<file path="src/rtl/sram_port_arbiter.sv">
// Two-port round-robin arbiter with bounded lock in front of a single-port, byte-enabled SRAM macro.
// Define SRAM_ARB_STATS_EN to add saturating per-port grant counters and a conflict counter.
module sram_port_arbiter #(
   parameter logic [32:0] MEM_BYTES = 33'h0_0400_0000,
   parameter int unsigned MAX_LOCK  = 8
) (
   input  logic        HCLK,
   input  logic        HRESET,
   input  logic [1:0]  req_i,
   input  logic [1:0]  we_i,
   input  logic [1:0]  lock_i,
   input  logic [7:0]  be_i,
   input  logic [63:0] addr_i,
   input  logic [63:0] wdata_i,
   output logic [1:0]  gnt_o,
   output logic [1:0]  rsp_valid_o,
   output logic        rsp_err_o,
   output logic [31:0] rdata_o,
   output logic        sram_cen,
   output logic        sram_wen,
   output logic [3:0]  sram_ben,
   output logic [31:0] sram_addr,
   output logic [31:0] sram_din,
   input  logic [31:0] sram_dout
`ifdef SRAM_ARB_STATS_EN
   ,
   output logic [31:0] grant_cnt0_o,
   output logic [31:0] grant_cnt1_o,
   output logic [31:0] conflict_cnt_o
`endif
);

   localparam int unsigned CNT_W = $clog2(MAX_LOCK + 1);
   localparam logic [CNT_W-1:0] LOCK_MAX = CNT_W'(MAX_LOCK);

   typedef enum logic [1:0] {ARB, HOLD0, HOLD1} state_t;

   state_t            state_q, state_d;
   logic [CNT_W-1:0]  lock_cnt_q, lock_cnt_d, cnt_inc;
   logic              last_grant_q, last_grant_d;
   logic              grant, win, hold_port;
   logic [31:0]       sel_addr, sel_wdata;
   logic [3:0]        sel_be;
   logic              sel_we, in_range, gnt_eff, access;
   logic [31:0]       addr_hold_q, addr_hold_d, din_hold_q, din_hold_d;
   logic              rsp_valid_q, rsp_valid_d, rsp_port_q, rsp_port_d;
   logic              rsp_read_q, rsp_read_d, rsp_err_q, rsp_err_d;

   // A held port keeps winning while it requests; the lock counter counts consecutive grants including the entry grant.
   always_comb begin
      state_d      = state_q;
      lock_cnt_d   = lock_cnt_q;
      last_grant_d = last_grant_q;
      grant        = 1'b0;
      win          = 1'b0;
      hold_port    = (state_q == HOLD1);
      cnt_inc      = (lock_cnt_q >= LOCK_MAX) ? lock_cnt_q : lock_cnt_q + CNT_W'(1);
      if (state_q != ARB && req_i[hold_port]) begin
         grant = 1'b1;
         win   = hold_port;
         if (!lock_i[win] || (cnt_inc >= LOCK_MAX && req_i[~win])) begin
            state_d    = ARB;
            lock_cnt_d = '0;
         end else begin
            lock_cnt_d = cnt_inc;
         end
      end else begin
         state_d    = ARB;
         lock_cnt_d = '0;
         if (req_i != 2'b00) begin
            grant = 1'b1;
            win   = (req_i == 2'b11) ? ~last_grant_q : req_i[1];
            if (lock_i[win] && !(MAX_LOCK <= 1 && req_i[~win])) begin
               state_d    = win ? HOLD1 : HOLD0;
               lock_cnt_d = CNT_W'(1);
            end
         end
      end
      if (grant) last_grant_d = win;
   end

   always_comb begin
      sel_addr    = win ? addr_i[63:32]  : addr_i[31:0];
      sel_wdata   = win ? wdata_i[63:32] : wdata_i[31:0];
      sel_be      = win ? be_i[7:4]      : be_i[3:0];
      sel_we      = we_i[win];
      in_range    = ({1'b0, sel_addr} < MEM_BYTES);
      gnt_eff     = grant & ~HRESET;
      access      = gnt_eff & in_range;
      gnt_o       = gnt_eff ? (win ? 2'b10 : 2'b01) : 2'b00;
      sram_cen    = ~access;
      sram_wen    = access ? ~sel_we : 1'b1;
      sram_ben    = access ? ~sel_be : 4'hF;
      addr_hold_d = gnt_eff ? {sel_addr[31:2], 2'b00} : addr_hold_q;
      din_hold_d  = gnt_eff ? sel_wdata : din_hold_q;
      sram_addr   = addr_hold_d;
      sram_din    = din_hold_d;
      rsp_valid_d = gnt_eff;
      rsp_port_d  = win;
      rsp_read_d  = ~sel_we;
      rsp_err_d   = ~in_range;
   end

   always_ff @(posedge HCLK) begin
      if (HRESET) begin
         state_q      <= ARB;
         lock_cnt_q   <= '0;
         last_grant_q <= 1'b1;
         addr_hold_q  <= '0;
         din_hold_q   <= '0;
         rsp_valid_q  <= 1'b0;
         rsp_port_q   <= 1'b0;
         rsp_read_q   <= 1'b0;
         rsp_err_q    <= 1'b0;
      end else begin
         state_q      <= state_d;
         lock_cnt_q   <= lock_cnt_d;
         last_grant_q <= last_grant_d;
         addr_hold_q  <= addr_hold_d;
         din_hold_q   <= din_hold_d;
         rsp_valid_q  <= rsp_valid_d;
         rsp_port_q   <= rsp_port_d;
         rsp_read_q   <= rsp_read_d;
         rsp_err_q    <= rsp_err_d;
      end
   end

   // The macro registers its read data, so the response stage simply forwards sram_dout for good reads.
   always_comb begin
      rsp_valid_o = (rsp_valid_q && !HRESET) ? (rsp_port_q ? 2'b10 : 2'b01) : 2'b00;
      rsp_err_o   = rsp_valid_q & rsp_err_q & ~HRESET;
      rdata_o     = (rsp_valid_q && rsp_read_q && !rsp_err_q && !HRESET) ? sram_dout : 32'h0;
   end

`ifdef SRAM_ARB_STATS_EN
   logic [31:0] grant_cnt0_q, grant_cnt0_d, grant_cnt1_q, grant_cnt1_d;
   logic [31:0] conflict_cnt_q, conflict_cnt_d;

   always_comb begin
      grant_cnt0_d   = grant_cnt0_q;
      grant_cnt1_d   = grant_cnt1_q;
      conflict_cnt_d = conflict_cnt_q;
      if (gnt_o[0] && grant_cnt0_q != 32'hFFFF_FFFF) grant_cnt0_d = grant_cnt0_q + 32'd1;
      if (gnt_o[1] && grant_cnt1_q != 32'hFFFF_FFFF) grant_cnt1_d = grant_cnt1_q + 32'd1;
      if (req_i == 2'b11 && conflict_cnt_q != 32'hFFFF_FFFF) conflict_cnt_d = conflict_cnt_q + 32'd1;
   end

   always_ff @(posedge HCLK) begin
      if (HRESET) begin
         grant_cnt0_q   <= '0;
         grant_cnt1_q   <= '0;
         conflict_cnt_q <= '0;
      end else begin
         grant_cnt0_q   <= grant_cnt0_d;
         grant_cnt1_q   <= grant_cnt1_d;
         conflict_cnt_q <= conflict_cnt_d;
      end
   end

   assign grant_cnt0_o   = grant_cnt0_q;
   assign grant_cnt1_o   = grant_cnt1_q;
   assign conflict_cnt_o = conflict_cnt_q;
`endif

endmodule
</file>
<file path="config.mk">
export PLATFORM = sky130hd
export DESIGN_NAME = sram_port_arbiter
export DESIGN_NICKNAME = d
export VERILOG_FILES = /design/src/rtl/sram_port_arbiter.sv
export SDC_FILE = /design/constraint.sdc
export NUM_CORES = 1
export LEC_CHECK = 0
export CAP_MARGIN = 10
export CORE_AREA = 2 2 118 120
export CTS_CLUSTER_SIZE = 14
export DETAILED_ROUTE_END_ITERATION = 10
export DIE_AREA = 0 0 120 122
export PLACE_DENSITY = 0.85
export SLEW_MARGIN = 20
export SYNTH_ARGS = -nofsm -noshare
export SYNTH_HDL_FRONTEND = slang
export SYNTH_SLANG_ARGS = --single-unit
</file>
<file path="constraint.sdc">
create_clock -name HCLK -period 1.7 [get_ports HCLK]
set_clock_uncertainty 0.15 [all_clocks]
set_input_delay 0.17 -clock HCLK [delete_from_list [all_inputs] [get_ports HCLK]]
set_output_delay 0.17 -clock HCLK [all_outputs]
set_load 0.01 [all_outputs]
</file>
# ---- Word-level counts from Yosys, hierarchy flattened
# Cells that the tools add are included.
dict set report op_classes {
  addsub 1
  n_lt_le_gt_ge 7
  eq_ne 3
  mux 37
  n_bitwise 11
  reduce_logical 12
}
# cell n
set ops {}
lappend ops {{two-way mux 32 bit} 5}
lappend ops {{< comparator 32 x 27 -> 1 bit (second input constant)} 1}
lappend ops {{two-way mux 4 bit} 5}
lappend ops {{two-way mux 1 bit} 18}
lappend ops {{two-way mux 2 bit} 9}
lappend ops {{>= comparator 4 bit (second input constant)} 2}
lappend ops {{< comparator 1 x 2 -> 1 bit (second input constant)} 4}
lappend ops {{logical AND 1 bit} 6}
lappend ops {{NOT 1 bit} 6}
lappend ops {{adder 4 x 1 -> 4 bit (second input constant)} 1}
lappend ops {{AND 1 bit} 4}
lappend ops {{equality test 2 bit (second input constant)} 2}
lappend ops {{NOT 4 bit} 1}
lappend ops {{nonzero test 2 bit} 2}
lappend ops {{logical NOT 1 bit} 3}
lappend ops {{!= test 2 x 1 -> 1 bit (second input constant)} 1}
lappend ops {{logical OR 1 bit} 1}
dict set report totals {
  regBits 75
  inputBits 176
  output_inout_bits 107
  wordCells 80
}

# ---- Depth between registers and ports, before layout
# Gate-level depths: netlist (run 1).
dict set report depth {
  depth_word 9
  mapped_depth 6
}

# ---- Least setup slack after synthesis (run 1)
# Ideal clock, no wire load.
dict set report synth_path {
  path_type {flip-flop to output port}
  start {reg state_q[1]}
  end {out sram_ben[0]}
  t_arrival_ps 1338
  t_required_ps 1380
  setup_slack_ps 42
  stages_incl_launch_ff 6
  n_path_buf 1
  path_cell_list {dfxtp_1 > nand2b_1 > a21bo_1 > buf_2 > a211oi_2 > a22oi_1}
}
dict set report synth_via {
  elab_chain_cells 9
  word_cells_on_any_way 14
}
# item line_no
set synth_lines {}
lappend synth_lines {{start, declared} 38} ;# state_t state_q, state_d;
lappend synth_lines {{start signal, assigned} 116} ;# state_q <= state_d;
lappend synth_lines {{equality test 2 bit} 56} ;# hold_port = (state_q == HOLD1);
lappend synth_lines {{two-way mux 1 bit (implied by the code) (2 in series)} 58} ;# if (state_q != ARB && req_i[hold_port]) begin
lappend synth_lines {{logical AND 1 bit} 58}
lappend synth_lines {{two-way mux 1 bit} 58}
lappend synth_lines {{two-way mux 32 bit} 83} ;# sel_addr = win ? addr_i[63:32] : addr_i[31:0];
lappend synth_lines {{< comparator 32 x 27 -> 1 bit} 87} ;# in_range = ({1'b0, sel_addr} < MEM_BYTES);
lappend synth_lines {{AND 1 bit} 89} ;# access = gnt_eff & in_range;
lappend synth_lines {{two-way mux 4 bit (*)} 93} ;# sram_ben = access ? ~sel_be : 4'hF;
lappend synth_lines {{end, declared} 21} ;# output logic [3:0] sram_ben,
# Every way passes the cells marked *; elsewhere a longest branch is shown, timed or not. The select of a mux whose other input is x is not followed.

# ---- Worst setup path in the final report (run 1)
dict set report layout_path {
  start {reg state_q[1]}
  end {out sram_addr[27]}
}
dict set report layout_via {
  elab_chain_cells 7
  word_cells_on_any_way 10
}
# item line_no
set layout_lines {}
lappend layout_lines {{equality test 2 bit} 56}
lappend layout_lines {{two-way mux 1 bit (implied by the code) (2 in series)} 58}
lappend layout_lines {{logical AND 1 bit} 58}
lappend layout_lines {{two-way mux 1 bit} 58}
lappend layout_lines {{two-way mux 32 bit / AND 1 bit (equally long branches)} {83, 88}}
lappend layout_lines {{two-way mux 32 bit (*)} 94} ;# addr_hold_d = gnt_eff ? {sel_addr[31:2], 2'b00} : addr_hold_q;
lappend layout_lines {{end, declared} 22} ;# output logic [31:0] sram_addr,
# Marks and branches as above.

==> impl_metrics.prom, run 1 <==
# TYPE chip_impl_metric gauge
chip_impl_metric{name="clock-sinks",unit=""} 75
chip_impl_metric{name="synthesis.instances",unit=""} 491
chip_impl_metric{name="grt_overflow",unit=""} 0
chip_impl_metric{name="yosysSeqAreaShare",unit="%"} 34.8
chip_impl_metric{name="io-pin-count",unit=""} 283
chip_impl_info{name="cts_root_buf",value="sky130_fd_sc_hd__clkbuf_16"} 1
chip_impl_metric{name="antenna_violations_before_repair",unit=""} 5
chip_impl_metric{name="detail_route.vias_per_cell",unit=""} 5.28
chip_impl_metric{name="final_core_util",unit="%"} 65.9
chip_impl_metric{name="cts_htree_levels",unit=""} 3
chip_impl_metric{name="achievable-frequency",unit="MHz"} 449
chip_impl_metric{name="final-setup-viol-count",unit=""} 128
chip_impl_metric{name="place.detailed.instances",unit=""} 951
chip_impl_metric{name="tightest_slew",unit="ns"} 0.564
chip_impl_info{name="largest_family_of_logic_cells_by_synthesized_area",value="compound AO/OA/AOI/OAI gates"} 1
chip_impl_metric{name="yosysWarningCount",unit=""} 0
chip_impl_info{name="clock_tree_from_tritoncts",value="yes"} 1
chip_impl_metric{name="chipHeight",unit="µm"} 122
chip_impl_metric{name="core-area",unit="µm²"} 13500
chip_impl_metric{name="detail_route.drc_violations",unit=""} 0
chip_impl_metric{name="maximum_fanout_encountered_on_the_critical_timing_path",unit=""} 9
chip_impl_metric{name="grt_pass1_vias",unit=""} 5489
chip_impl_metric{name="leakage",unit="nW"} 4.28
chip_impl_metric{name="final_net_count",unit=""} 1016
chip_impl_metric{name="post_synth_instance_area",unit="µm²"} 4320
chip_impl_info{name="postSynth.topFlopCell",value="sky130_fd_sc_hd__dfxtp_1"} 1
chip_impl_metric{name="starting_density_of_the_core",unit="%"} 32.0
chip_impl_metric{name="power",unit="mW"} 5.91
chip_impl_metric{name="post_synth_and_or_nand_nor_area_fraction",unit="%"} 21.3
chip_impl_info{name="run_status",value="finished with violations"} 1
chip_impl_metric{name="share_of_synthesized_flip_flops_with_an_asynchronous_set_or_reset",unit="%"} 0
chip_impl_metric{name="timing_max_transition_violations_final",unit=""} 0
chip_impl_metric{name="cts-root-to-sink-buffers",unit=""} 2
chip_impl_info{name="min-delay-path-class",value="input pin to register"} 1
chip_impl_metric{name="power_density",unit="nW/µm²"} 664
chip_impl_metric{name="post-route-worst-setup-slack",unit="ns"} -0.526
chip_impl_metric{name="first_pass_grt_wire_length",unit="µm"} 29100
chip_impl_metric{name="synth.ff_latch_count",unit=""} 75
chip_impl_info{name="yosys-top-cells-area",value="sky130_fd_sc_hd__dfxtp_1 35%, sky130_fd_sc_hd__a22o_1 11%, sky130_fd_sc_hd__a21o_1 9.7%"} 1
chip_impl_metric{name="finalCritPeriodShare",unit="%"} 131
chip_impl_info{name="timing.critical_path.to_type",value="output pin"} 1
chip_impl_info{name="worstSetupPathType",value="register to output pin"} 1
chip_impl_metric{name="synth_top_cell_area_share",unit="%"} 34.8
chip_impl_metric{name="rows",unit=""} 43
chip_impl_metric{name="grt_start_max_net_pins",unit=""} 43
chip_impl_metric{name="port_buffers",unit=""} 278
chip_impl_metric{name="finish.cell_count_without_fillers",unit=""} 1028
chip_impl_info{name="synth.cells.most_frequent",value="75 x sky130_fd_sc_hd__dfxtp_1, 59 x sky130_fd_sc_hd__and3_1, 56 x sky130_fd_sc_hd__a21o_1, 56 x sky130_fd_sc_hd__a22o_1, 56 x sky130_fd_sc_hd__o21a_1"} 1
chip_impl_info{name="critPathLaunchType",value="register"} 1
chip_impl_info{name="synthDominantAreaCellType",value="sky130_fd_sc_hd__dfxtp_1"} 1
chip_impl_metric{name="edff_count_synth",unit=""} 0
chip_impl_info{name="grt_setup_unrepaired",value="yes"} 1
chip_impl_metric{name="clk_transition_reported_paths",unit="ns"} 0.06
chip_impl_metric{name="synth_area_per_cell",unit="µm²"} 8.80
chip_impl_metric{name="wl_per_cell",unit="µm"} 19.9
chip_impl_info{name="post-synth-top-count-cell",value="sky130_fd_sc_hd__dfxtp_1"} 1
chip_impl_metric{name="vdd.ir_drop.worst",unit="V"} 0.000481
chip_impl_metric{name="synth.mux.area_fraction",unit="%"} 0.753
chip_impl_metric{name="finalCriticalPeriod",unit="ns"} 2.23
chip_impl_metric{name="synthAdderAreaFrac",unit="%"} 0.579
chip_impl_metric{name="fp.dieArea",unit="µm²"} 14600
chip_impl_metric{name="timing_hold_violations_final",unit=""} 0
chip_impl_metric{name="yosys.cell_types.count",unit=""} 44
chip_impl_metric{name="detailedRoute.firstPassIterationCount",unit=""} 4
chip_impl_metric{name="postSynthNetCount",unit=""} 669
chip_impl_metric{name="maxCapViolCount",unit=""} 0
chip_impl_metric{name="clk-insertion-delay-late",unit="ns"} 0.34
chip_impl_metric{name="gr-usage-all-layers",unit="%"} 25.7
chip_impl_metric{name="slew-limit-headroom",unit="%"} 62.1
chip_impl_metric{name="die-width",unit="µm"} 120
chip_impl_metric{name="drt_iter0_drc",unit=""} 286
chip_impl_info{name="violations",value="setup timing"} 1
chip_impl_metric{name="detailroute.via_count",unit=""} 5427
chip_impl_metric{name="synth_compound_area_share",unit="%"} 36.3
chip_impl_metric{name="post_route_cells_drive_above_1_share",unit="%"} 35.7
chip_impl_metric{name="cts_inserted_buffers",unit=""} 9
chip_impl_metric{name="summed_negative_setup_slack_over_all_endpoints",unit="ns"} -37.93
chip_impl_metric{name="holdWs",unit="ns"} 0.159
chip_impl_metric{name="worst-endpoint-required",unit="ns"} 1.38
chip_impl_metric{name="arrival",unit="ns"} 1.91
chip_impl_metric{name="detailed_place_hpwl",unit="µm"} 12500
chip_impl_metric{name="globalplace.congestion",unit=""} 0.877
chip_impl_metric{name="syn_to_layout_area_delta",unit="%"} 106
chip_impl_metric{name="xor_xnor_share_of_the_synthesized_area",unit="%"} 0.406
chip_impl_metric{name="postRouteWirelength",unit="µm"} 20500
chip_impl_metric{name="final_antenna_net_count",unit=""} 0
## flip-flops by register name, indices dropped and copies added (netlist names)
signal / count
last_grant_q: 1
rsp_err_q: 1
rsp_valid_q: 1
rsp_port_q: 1
lock_cnt_q: 4
din_hold_q: 32
rsp_read_q: 1
state_q: 2
addr_hold_q: 32
## placed cells by master, fill, tap and decap left out, drive strengths merged, types with 3 or more instances in the layout
| cell | instances |
|---|---|
| diode | 5 |
| inv | 7 |
| buf | 198 |
| and3 | 59 |
| nand3 | 5 |
| clkdlybuf4s15 | 3 |
| a21boi | 5 |
| nor3 | 12 |
| nor2 | 12 |
| dlygate4sd2 | 9 |
| clkbuf | 19 |
| clkdlybuf4s50 | 163 |
| a211oi | 8 |
| dfxtp | 75 |
| and2 | 35 |
| nor2b | 4 |
| a22oi | 5 |
| a21oi | 3 |
| a31oi | 3 |
| o21a | 56 |
| nand2 | 5 |
| a22o | 56 |
| o21ai | 5 |
| nor4 | 14 |
| a21o | 56 |
## metrics by stage
| step | cell area [µm²] | setup slack, ns |
|---|---|---|
| 2_1_floorplan | 4320 | 0.0418 |
| 3_3_place_gp | 7600 | -1.13 |
| 5_1_grt | 8900 | -0.569 |
| 3_5_place_dp | 7600 | -1.17 |
| 4_1_cts | 8310 | -0.472 |
| 6_report | 8900 | -0.526 |
## worst paths after layout
check,endpoint,slack (ns),depth (start not counted),start
setup / recovery,sram_addr[27],-0.53,7,state_q[1]$_SDFFE_PP0P_
hold / removal,state_q[1]$_SDFFE_PP0P_,0.16,3,HRESET
setup reg to reg,rsp_err_q$_SDFF_PP0_,-0.30,11,state_q[1]$_SDFFE_PP0P_
hold reg to reg,addr_hold_q[0]$_SDFF_PP0_,0.30,1,addr_hold_q[0]$_SDFF_PP0_
## kinds of logic (layout without fill, tap and decap cells)
group	count (synthesis)	after routing
mux	3	3
compound gates	200	200
fa+ha+maj	2	2
other cells	0	5
xor+xnor	2	2
buf+inv	55	407
simple gates	154	154
flops	75	75
## layer usage
metal	wire, µm	share of wire (%)	track usage [%]	vias up
met5	0	0	0	-
met4	1120	5.5	15.8	0
met3	1510	7.4	6.93	61
met2	10700	52	46.7	263
met1	7180	35	26.2	2563
li1	-	-	-	2540
## area by class of cell
class,count,area (µm²)
Fill cell,1054,4600
Tap cell,180,225
Multi-Input combinational cell,361,2930
Clock buffer,12,246
Clock inverter,4,50.0
Timing Repair Buffer,384,3910
Inverter,7,26.3
Sequential cell,75,1510
Antenna cell,5,12.5
## report_power, final
part           switching (mW)  internal, mW
combinational           0.825          1.21
sequential             0.0415          1.89
clock                   0.771          1.18
## timing repair
action / CTS / global route
gates cloned: 10 / 6
endpoints found under the setup margin: 128 / 145
pin swaps: 77 / 45
setup buffers: 29 / 16
gates resized for setup: 426 / 156
hold buffers: 0 / 0
## critical path, stage by stage (launching register included)
cell and delay [ns]:
sky130_fd_sc_hd__dfxtp_2 0.33, sky130_fd_sc_hd__nand2b_4 0.14, sky130_fd_sc_hd__a21boi_2 0.06, sky130_fd_sc_hd__buf_4 0.14
sky130_fd_sc_hd__buf_4 0.17, sky130_fd_sc_hd__nor4_1 0.44, sky130_fd_sc_hd__nor3_1 0.12, sky130_fd_sc_hd__buf_2 0.17
(Power assumes the default switching activity.)
==> inputs of run 2 (changes only) <==
Clock period 1.7 ns to 2.03 ns, I/O delays scaled along.
==> run 2 against run 1 <==
The flow still finishes with violations (setup timing). Global-route usage decreased by 2.1 points. Design area decreased by 9.7%. Sequential cell count unchanged. Clock power decreased by 25%. Critical endpoint is now sram_din[26].
==> impl_metrics.prom, run 2 (same netlist as run 1, synthesis figures left out) <==
# TYPE chip_impl_metric gauge
chip_impl_info{name="run_status",value="finished with violations"} 1
chip_impl_info{name="violations",value="setup timing"} 1
chip_impl_metric{name="globalplace.congestion",unit=""} 0.872
chip_impl_metric{name="tightest_slew",unit="ns"} 0.428
chip_impl_metric{name="achievable-frequency",unit="MHz"} 442
chip_impl_info{name="final_cell_mix",value="167 x sky130_fd_sc_hd__clkdlybuf4s50_1, 73 x sky130_fd_sc_hd__dfxtp_1, 59 x sky130_fd_sc_hd__and3_1, 56 x sky130_fd_sc_hd__a21o_1, 56 x sky130_fd_sc_hd__o21a_1"} 1
chip_impl_metric{name="clk-insertion-delay-late",unit="ns"} 0.34
chip_impl_metric{name="timing_max_transition_violations_final",unit=""} 0
chip_impl_metric{name="final_antenna_net_count",unit=""} 0
chip_impl_metric{name="placement.cell_area",unit="µm²"} 7510
chip_impl_metric{name="detailed_place_hpwl",unit="µm"} 12400
chip_impl_metric{name="fp.dieArea",unit="µm²"} 14600
chip_impl_metric{name="finalCritPeriodShare",unit="%"} 111
chip_impl_metric{name="place_ws",unit="ns"} -0.897
chip_impl_info{name="largest_registers",value="addr_hold_q: 32 flops, din_hold_q: 32 flops, lock_cnt_q: 4 flops"} 1
chip_impl_metric{name="post-route-cell-area",unit="µm²"} 8040
chip_impl_metric{name="maximum_fanout_encountered_on_the_critical_timing_path",unit=""} 6
chip_impl_info{name="worstPathCellList",value="nand2b_4, a21boi_4, buf_6, nor3_4, buf_12, buf_12, clkbuf_16, a21o_1, buf_6"} 1
chip_impl_metric{name="detailedRoute.firstPassIterationCount",unit=""} 4
chip_impl_info{name="critical_path.top_delay_family",value="buffers and inverters"} 1
chip_impl_metric{name="starting_density_of_the_core",unit="%"} 32.0
chip_impl_metric{name="cts-root-to-sink-buffers",unit=""} 2
chip_impl_metric{name="rows",unit=""} 43
chip_impl_metric{name="final-setup-viol-count",unit=""} 69
chip_impl_info{name="cts_root_buf",value="sky130_fd_sc_hd__clkbuf_16"} 1
chip_impl_metric{name="total_switching_power",unit="mW"} 1.30
chip_impl_metric{name="worst-endpoint-required",unit="ns"} 1.68
chip_impl_metric{name="timing.critical_path.buf_inv",unit=""} 5
chip_impl_metric{name="detailroute.via_count",unit=""} 5234
chip_impl_metric{name="grt_pass1_vias",unit=""} 5169
chip_impl_metric{name="cts_inserted_buffers",unit=""} 9
chip_impl_info{name="crit-reg2reg-capture",value="din_hold_q[21]$_SDFF_PP0_"} 1
chip_impl_info{name="holdPathEnd",value="rsp_valid_q$_SDFF_PP0_"} 1
chip_impl_metric{name="vdd.ir_drop.worst",unit="V"} 0.000368
chip_impl_metric{name="post_route_cells_drive_above_1_share",unit="%"} 22.9
chip_impl_metric{name="io-pin-count",unit=""} 283
chip_impl_info{name="worstSetupPathType",value="register to output pin"} 1
chip_impl_metric{name="slew-limit-headroom",unit="%"} 71.2
chip_impl_metric{name="port_buffers",unit=""} 278
chip_impl_metric{name="cts_htree_levels",unit=""} 3
chip_impl_metric{name="power.share.combinational",unit="%"} 32.2
chip_impl_metric{name="first_pass_grt_wire_length",unit="µm"} 27000
chip_impl_info{name="layout_commonest_cell",value="sky130_fd_sc_hd__clkdlybuf4s50_1"} 1
chip_impl_metric{name="die-width",unit="µm"} 120
chip_impl_metric{name="post-route-worst-setup-slack",unit="ns"} -0.231
chip_impl_metric{name="cell_internal_pwr",unit="mW"} 3.25
chip_impl_metric{name="antenna_violations_before_repair",unit=""} 4
chip_impl_metric{name="clk_transition_reported_paths",unit="ns"} 0.06
chip_impl_metric{name="finalCriticalPeriod",unit="ns"} 2.26
chip_impl_metric{name="final_net_count",unit=""} 973
chip_impl_metric{name="finish.cell_count_without_fillers",unit=""} 984
chip_impl_metric{name="portion_of_total_power_attributed_to_sequential_cells",unit="%"} 35.4
chip_impl_metric{name="syn_to_layout_area_delta",unit="%"} 86.2
chip_impl_metric{name="arrival",unit="ns"} 1.91
chip_impl_metric{name="clock-sinks",unit=""} 75
chip_impl_metric{name="grt_overflow",unit=""} 0
chip_impl_metric{name="power_switching_share",unit="%"} 28.6
chip_impl_info{name="crit_path_top_delay_cell",value="sky130_fd_sc_hd__dfxtp_2"} 1
chip_impl_metric{name="share_clk_of_total_power",unit="%"} 32.3
chip_impl_metric{name="place.detailed.instances",unit=""} 942
chip_impl_info{name="min-delay-path-class",value="input pin to register"} 1
chip_impl_info{name="grt_setup_unrepaired",value="yes"} 1
chip_impl_info{name="timing.critical_path.to_type",value="output pin"} 1
chip_impl_info{name="clock_tree_from_tritoncts",value="yes"} 1
chip_impl_info{name="critical_path.reg2reg.startpoint",value="state_q[1]$_SDFFE_PP0P_"} 1
chip_impl_metric{name="drt_iter0_drc",unit=""} 255
chip_impl_metric{name="chipHeight",unit="µm"} 122
chip_impl_metric{name="hold-path-cell-count",unit=""} 4
chip_impl_metric{name="register_to_register_path_depth",unit=""} 7
chip_impl_metric{name="gr-usage-all-layers",unit="%"} 23.6
chip_impl_metric{name="cpPeakStageDelay",unit="ns"} 0.32
chip_impl_metric{name="core-area",unit="µm²"} 13500
chip_impl_metric{name="power",unit="mW"} 4.55
chip_impl_metric{name="final_core_util",unit="%"} 59.5
chip_impl_info{name="critPathLaunchType",value="register"} 1
chip_impl_metric{name="timing_hold_violations_final",unit=""} 0
chip_impl_info{name="timing.hold.worst.start",value="req_i[1]"} 1
chip_impl_metric{name="detail_route.vias_per_cell",unit=""} 5.32
chip_impl_metric{name="grt_start_max_net_pins",unit=""} 60
chip_impl_metric{name="leakage",unit="nW"} 3.95
chip_impl_metric{name="detail_route.drc_violations",unit=""} 0
chip_impl_metric{name="power_density",unit="nW/µm²"} 566
chip_impl_metric{name="maxCapViolCount",unit=""} 0
chip_impl_metric{name="postRouteWirelength",unit="µm"} 18100
chip_impl_metric{name="rrSetupSlack",unit="ns"} 0.21
chip_impl_metric{name="wl_per_cell",unit="µm"} 18.4
run 2: cell types whose count changed in the layout (fill, tap and decap cells not counted), moves of 17 or more:
cell / before / now
sky130_fd_sc_hd__and3_1: 42 / 59
sky130_fd_sc_hd__and2_4: 21 / 0
sky130_fd_sc_hd__buf_4: 55 / 37
sky130_fd_sc_hd__and3_4: 17 / 0
sky130_fd_sc_hd__and2_1: 14 / 35
sky130_fd_sc_hd__dlygate4sd2_1: 9 / 41
sky130_fd_sc_hd__buf_6: 53 / 16
run 2: per-layer routing:
layer  up-vias  share of wire (%)  global-route usage [%]
met5         -                  0                       0
met4         0                3.3                    14.0
met3        44                8.0                    6.60
met2       266                 51                    41.8
met1      2477                 38                    24.9
li1       2447                  -                       -
run 2: stage by stage:
stage / hold slack, ns / TNS, ns
floorplan: 0.150 / 0
global placement: 0.286 / -60.90
detailed placement: 0.305 / -63.23
CTS: 0.189 / -14.94
global route: 0.231 / -15.07
finish: 0.208 / -10.25
run 2: worst max path at each step:
stage / depth (start not counted) / start / endpoint
2_1_floorplan: 5 / state_q[1]$_SDFFE_PP0P_ / sram_ben[0]
3_3_place_gp: 6 / addr_i[62] / sram_wen
3_5_place_dp: 6 / addr_i[62] / sram_wen
4_1_cts: 10 / state_q[1]$_SDFFE_PP0P_ / sram_din[19]
5_1_grt: 9 / state_q[1]$_SDFFE_PP0P_ / sram_din[26]
6_report: 9 / state_q[1]$_SDFFE_PP0P_ / sram_din[26]
run 2: power by group through the flow:
stage	Combinational (mW)	Clock, mW	Sequential [mW]
CTS	1.44	1.50	1.61
global route	1.57	1.57	1.62
floorplan	0.619	0	1.64
detailed placement	1.44	0	1.64
global placement	1.43	0	1.64
finish	1.47	1.47	1.61
run 2: repair_timing:
action                                  4_1_cts  5_1_grt
cloned                                        2        3
setup buffers                                17        2
endpoints found under the setup margin      107       74
hold buffers                                  0        0
resized for setup                           311       68
pin swaps                                    24       54
run 2: worst register-to-register path, stage by stage (launching register included):
cell and delay (ns):
sky130_fd_sc_hd__dfxtp_2 0.32, sky130_fd_sc_hd__nand2b_4 0.16, sky130_fd_sc_hd__a21bo_4 0.26, sky130_fd_sc_hd__buf_12 0.15
sky130_fd_sc_hd__buf_4 0.13, sky130_fd_sc_hd__buf_4 0.19, sky130_fd_sc_hd__and3_1 0.20, sky130_fd_sc_hd__o21a_1 0.16
run 2: cell type report:
| class | count | area [µm²] |
|---|---|---|
| fillers | 1180 | 5460 |
| repair buffers | 341 | 3240 |
| multi-input cells | 361 | 2770 |
| flip-flops and latches | 75 | 1500 |
| clock buffers | 11 | 233 |
| well taps | 180 | 225 |
| clock inverters | 5 | 30.0 |
| inverters | 7 | 28.8 |
| diodes | 4 | 10.0 |
